[src/rtl/decode.sv]
// decode: RV32I instruction decoder stage with registered fields, immediates and format flags
module decode #(
    parameter int XLEN = 32
) (
    input  logic            clk,
    input  logic            rst,
    input  logic            instr_valid,
    input  logic [XLEN-1:0] instruction,
    output logic            out_valid,
    output logic [6:0]      opcode,
    output logic [4:0]      rd,
    output logic [2:0]      funct3,
    output logic [4:0]      rs1,
    output logic [4:0]      rs2,
    output logic [6:0]      funct7,
    output logic [XLEN-1:0] imm_I,
    output logic [XLEN-1:0] imm_S,
    output logic [XLEN-1:0] imm_B,
    output logic [XLEN-1:0] imm_U,
    output logic [XLEN-1:0] imm_J,
    output logic [XLEN-1:0] imm,
    output logic            is_r,
    output logic            is_i,
    output logic            is_s,
    output logic            is_b,
    output logic            is_u,
    output logic            is_j,
    output logic            illegal
);
    logic [6:0]      opc;
    logic            sgn;
    logic [XLEN-1:0] imm_i_d, imm_s_d, imm_b_d, imm_u_d, imm_j_d, imm_d;
    logic            is_r_d, is_i_d, is_s_d, is_b_d, is_u_d, is_j_d, illegal_d;

    // Unconditional immediate extraction plus opcode classification and format-selected immediate
    always_comb begin
        opc       = instruction[6:0];
        sgn       = instruction[31];
        imm_i_d   = {{20{sgn}}, instruction[31:20]};
        imm_s_d   = {{20{sgn}}, instruction[31:25], instruction[11:7]};
        imm_b_d   = {{19{sgn}}, instruction[31], instruction[7], instruction[30:25], instruction[11:8], 1'b0};
        imm_u_d   = {instruction[31:12], 12'b0};
        imm_j_d   = {{11{sgn}}, instruction[31], instruction[19:12], instruction[20], instruction[30:21], 1'b0};
        is_r_d    = opc == 7'b0110011;
        is_i_d    = opc == 7'b0010011 || opc == 7'b0000011 || opc == 7'b1100111 ||
                    opc == 7'b0001111 || opc == 7'b1110011;
        is_s_d    = opc == 7'b0100011;
        is_b_d    = opc == 7'b1100011;
        is_u_d    = opc == 7'b0110111 || opc == 7'b0010111;
        is_j_d    = opc == 7'b1101111;
        illegal_d = !(is_r_d || is_i_d || is_s_d || is_b_d || is_u_d || is_j_d);
        imm_d     = is_i_d ? imm_i_d :
                    is_s_d ? imm_s_d :
                    is_b_d ? imm_b_d :
                    is_u_d ? imm_u_d :
                    is_j_d ? imm_j_d : '0;
    end

    // Output register: reset clears everything, a valid instruction loads, otherwise hold with out_valid low
    always_ff @(posedge clk) begin
        if (rst) begin
            out_valid <= 1'b0;
            opcode    <= '0;
            rd        <= '0;
            funct3    <= '0;
            rs1       <= '0;
            rs2       <= '0;
            funct7    <= '0;
            imm_I     <= '0;
            imm_S     <= '0;
            imm_B     <= '0;
            imm_U     <= '0;
            imm_J     <= '0;
            imm       <= '0;
            is_r      <= 1'b0;
            is_i      <= 1'b0;
            is_s      <= 1'b0;
            is_b      <= 1'b0;
            is_u      <= 1'b0;
            is_j      <= 1'b0;
            illegal   <= 1'b0;
        end else begin
            out_valid <= instr_valid;
            if (instr_valid) begin
                opcode  <= opc;
                rd      <= instruction[11:7];
                funct3  <= instruction[14:12];
                rs1     <= instruction[19:15];
                rs2     <= instruction[24:20];
                funct7  <= instruction[31:25];
                imm_I   <= imm_i_d;
                imm_S   <= imm_s_d;
                imm_B   <= imm_b_d;
                imm_U   <= imm_u_d;
                imm_J   <= imm_j_d;
                imm     <= imm_d;
                is_r    <= is_r_d;
                is_i    <= is_i_d;
                is_s    <= is_s_d;
                is_b    <= is_b_d;
                is_u    <= is_u_d;
                is_j    <= is_j_d;
                illegal <= illegal_d;
            end
        end
    end
endmodule

[config.mk]
export PLATFORM = sky130hd
export DESIGN_NAME = decode
export DESIGN_NICKNAME = d
export VERILOG_FILES = /design/src/rtl/decode.sv
export SDC_FILE = /design/constraint.sdc
export NUM_CORES = 1
export LEC_CHECK = 0
export ABC_AREA = 1
export BUFFER_PORTS_ARGS = -buffer_cell sky130_fd_sc_hd__buf_2
export CAP_MARGIN = 15
export CORE_MARGIN = 3
export CORE_UTILIZATION = 40
export DETAILED_ROUTE_END_ITERATION = 12
export MAX_ROUTING_LAYER = met4
export PLACE_DENSITY_LB_ADDON = 0.3
export SLEW_MARGIN = 20
export SYNTH_ARGS = -nofsm -noshare
export SYNTH_HDL_FRONTEND = slang
export SYNTH_SLANG_ARGS = --single-unit
[constraint.sdc]
create_clock -name clk -period 1.9 [get_ports clk]
set_input_delay 0.095 -clock clk [delete_from_list [all_inputs] [get_ports clk]]
set_output_delay 0.095 -clock clk [all_outputs]
set_load 0.1 [all_outputs]
==> results.py <==
metrics = {
    "worst_setup_path": {
        "cp-start-kind": "primary input",
        "cpLargestDelayFamily": "simple AND/OR/NAND/NOR gates",
        "maximum_cell_stage_delay_along_the_critical_path_ns": 0.54,
        "slowest_stage": "sky130_fd_sc_hd__dlygate4sd3_1",
        "critPathBufInv": 3,
        "worst_ep_required_time_ns": 2.10,
        "worstPathArrival_ns": 1.92,
        "timing.critical_path.cells": "dlygate4sd3_1, buf_2, nand2_2, inv_2, nand2_2, nor2_1, nor2_2, nand2_2, nand2_2, nand2_1, nand2_1, a21oi_2",
        "worstSetupEndpointType": "register",
        "worst-setup-path-type": "primary input to register",
        "critPathMaxFanout": 20,
        "crit_path_frequent_cell": "sky130_fd_sc_hd__nand2_2",
    },
    "timing": {
        "report.final.hold_viol_count": 0,
        "fin_crit_sh": 0.906,
        "slew-limit-headroom": 0.650,
        "maxSlewViolCount": 0,
        "hold_worst_slack_ns": 0.0149,
        "unrepaired_setup_endpoints_after_global_routing": "no",
        "setup_viol_count_final": 0,
        "finalWorstPathRequiredPeriod_ns": 1.72,
        "worst_clock_skew_ns": 0,
        "final.setup.tns_ns": 0,
        "achievable-frequency_mhz": 581,
        "worst_pin_slew_ns": 0.529,
    },
    "layout": {
        "syn_to_final_growth_pct": 12.1,
        "antenna_cells": 0,
        "n_fill_cell": 1122,
        "layout.cells.most_common_list": "sky130_fd_sc_hd__buf_2 (252), sky130_fd_sc_hd__nand2_1 (92), sky130_fd_sc_hd__nor2_1 (80), sky130_fd_sc_hd__dfxtp_1 (71), sky130_fd_sc_hd__a21oi_1 (43)",
        "mostFrequentLayoutCell": "sky130_fd_sc_hd__buf_2",
        "final_layout_size_suffix_gt1_frac": 0.422,
        "nNetsFinal": 751,
    },
    "logic_synthesis": {
        "synth_simple_gate_area_share": 0.223,
        "synth-compound-area-share": 0.108,
        "post_synth_mux_area_share": 0,
        "dominant_combinational_cell_family_by_area_after_synthesis": "buffers and inverters",
        "adder_and_majority_gate_portion_of_the_synthesized_area": 0,
        "number_of_cells_produced_by_synthesis": 612,
        "synthDistinctLibCells": 25,
        "syn_area_per_cell_um2": 7.13,
        "synth_seq_area_share": 0.330,
        "yosysWarningCount": 0,
        "netlist_area_um2": 4360,
        "synth_xor_xnor_area_share": 0,
        "ys_seq_elements": 72,
    },
    "cts": {
        "numCtsBuffers": 9,
        "clkLatencyLatePin_ns": 0.34,
        "cts-resized-gates": 0,
        "cts.root.buffer_cell": "sky130_fd_sc_hd__clkbuf_8",
        "cts_hold_buf": 8,
        "clock_tree_from_tritoncts": "done",
        "cts_num_sinks": 72,
        "clock_pin_slew_on_the_worst_setup_and_hold_paths_ns": 0.07,
        "cts_htree_levels": 3,
        "cts_buffer_depth": 2,
        "post_cts_buffers": 0,
    },
    "detailed_routing": {
        "firstDrtPassIters": 4,
        "avgViaCountPerCell": 4.58,
        "drtAntennaViolNets": 0,
        "wire_per_inst_um": 13.6,
        "totalWireLength_um": 11700,
        "detail_route.iter0.violations": 172,
        "drt_drc_violations_left": 0,
        "detailroute.via_count": 3927,
    },
    "global_route": {
        "groute.usage.overall": 0.185,
        "grt_antenna_before_repair": 0,
        "grt_max_degree": 77,
        "grt_pass1_vias": 3490,
        "grt-ovfl-total": 0,
        "grt_first_pass_wirelength_um": 18100,
    },
    "power_and_ir_drop": {
        "power_density_nw_per_um2": 1120,
        "peakVddDrop_uv": 534,
        "power_leakage_nw": 2.90,
    },
    "floorplan": {
        "start_util": 0.417,
        "num_rows": 37,
        "fp.dieArea_um2": 12200,
        "dieWidth_um": 110,
        "design.core.area_um2": 10500,
        "design.portCount": 267,
        "die_h_um": 110,
    },
    "placed_design": {
        "dpl.hpwl_um": 9010,
        "gp_routability_congestion": 0.857,
        "io_buffers": 252,
    },
    "run": {
        "cap_viol_max_count": 0,
    },
    "min_path": {
        "hold_class": "primary input to register",
    },
    "run_status": {
        "outcome": "finished clean",
    },
}
==> routing by layer <==
layer / vias to the layer above / routed length (um) / GRT usage
met1: 1769 / 4740 / 0.218
met5: - / 0 / -
met2: 180 / 5840 / 0.312
li1: 1961 / - / -
met4: 0 / 208 / 0.0591
met3: 17 / 878 / 0.0416
==> per-stage QoR <==
step           total power, mW  instances  area (um2)   util  setup slack (ns)
3_3_place_gp              4.18        833        4600  0.439             0.450
6_report                  5.46        857        4890  0.468             0.178
3_5_place_dp              4.18        833        4600  0.439             0.403
2_1_floorplan             4.10        625        4410      -            0.0588
4_1_cts                   5.50        857        4890  0.468             0.219
5_1_grt                   5.64        857        4890  0.468            0.0192
==> worst paths after layout <==
check | startpoint | endpoint | slack (ns) | depth (start not counted)
worst min-delay path | instruction[16] | rs1[1]$_SDFFE_PP0P_ | 0.01 | 3
worst max register to register | imm_I[4]$_SDFFE_PP0P_ | imm_I[4]$_SDFFE_PP0P_ | 1.21 | 2
worst min register to register | is_i$_SDFFE_PP0P_ | is_i$_SDFFE_PP0P_ | 0.47 | 2
worst max-delay path | instruction[1] | imm[29]$_SDFFE_PP0P_ | 0.18 | 12
==> cell usage after synthesis, drive strengths merged <==
library cell,instances,share of area
a21oi,51,0.065
a21o,1,0.0017
dfxtp,72,0.33
inv,35,0.030
nor3,2,0.0023
buf,173,0.29
nand4,10,0.016
clkbuf,16,0.014
nand3b,1,0.0026
nor2,85,0.077
nand3,32,0.038
nand2,98,0.088
o21bai,1,0.0017
o21ai,34,0.039
conb,1,0.00086
==> cell families after synthesis <==
family                 after synthesis
AO/OA/AOI/OAI                       87
other                                1
flip-flops                          72
AND/OR/NAND/NOR                    228
buffers and inverters              224
==> tightest hold or removal path: cells and delay by family <==
family                 cells  cell delay (ns)
buffers and inverters      1             0.09
and+or+nand+nor            2             0.12
==> power by group <==
part | total (mW) | switching (mW) | leakage [nW] | internal [mW]
combinational | 2.52 | 2.24 | 2.20 | 0.278
clock | 1.30 | 0.582 | 0.110 | 0.723
sequential | 1.63 | 0.0524 | 0.592 | 1.58
total | 5.46 | 2.88 | 2.90 | 2.58
==> area by class of cell <==
| cell class | instances | area [um2] | share of cell area |
|---|---|---|---|
| Inverter | 35 | 131 | 0.0269 |
| Timing Repair Buffer | 269 | 1430 | 0.293 |
| Multi-Input combinational cell | 329 | 1500 | 0.306 |
| Clock buffer | 13 | 169 | 0.0345 |
| Sequential cell | 72 | 1440 | 0.295 |
| Clock inverter | 3 | 47.5 | 0.00972 |
| Tap cell | 136 | 170 | 0.0348 |
==> flip-flops by register name, summed over array words and instances, names as in the netlist, 2 cells and up <==
signal,flops
funct3,2
rd,4
rs1,4
imm_J,2
rs2,4
imm,32
funct7,7
opcode,7
(Power assumes the default switching activity.)
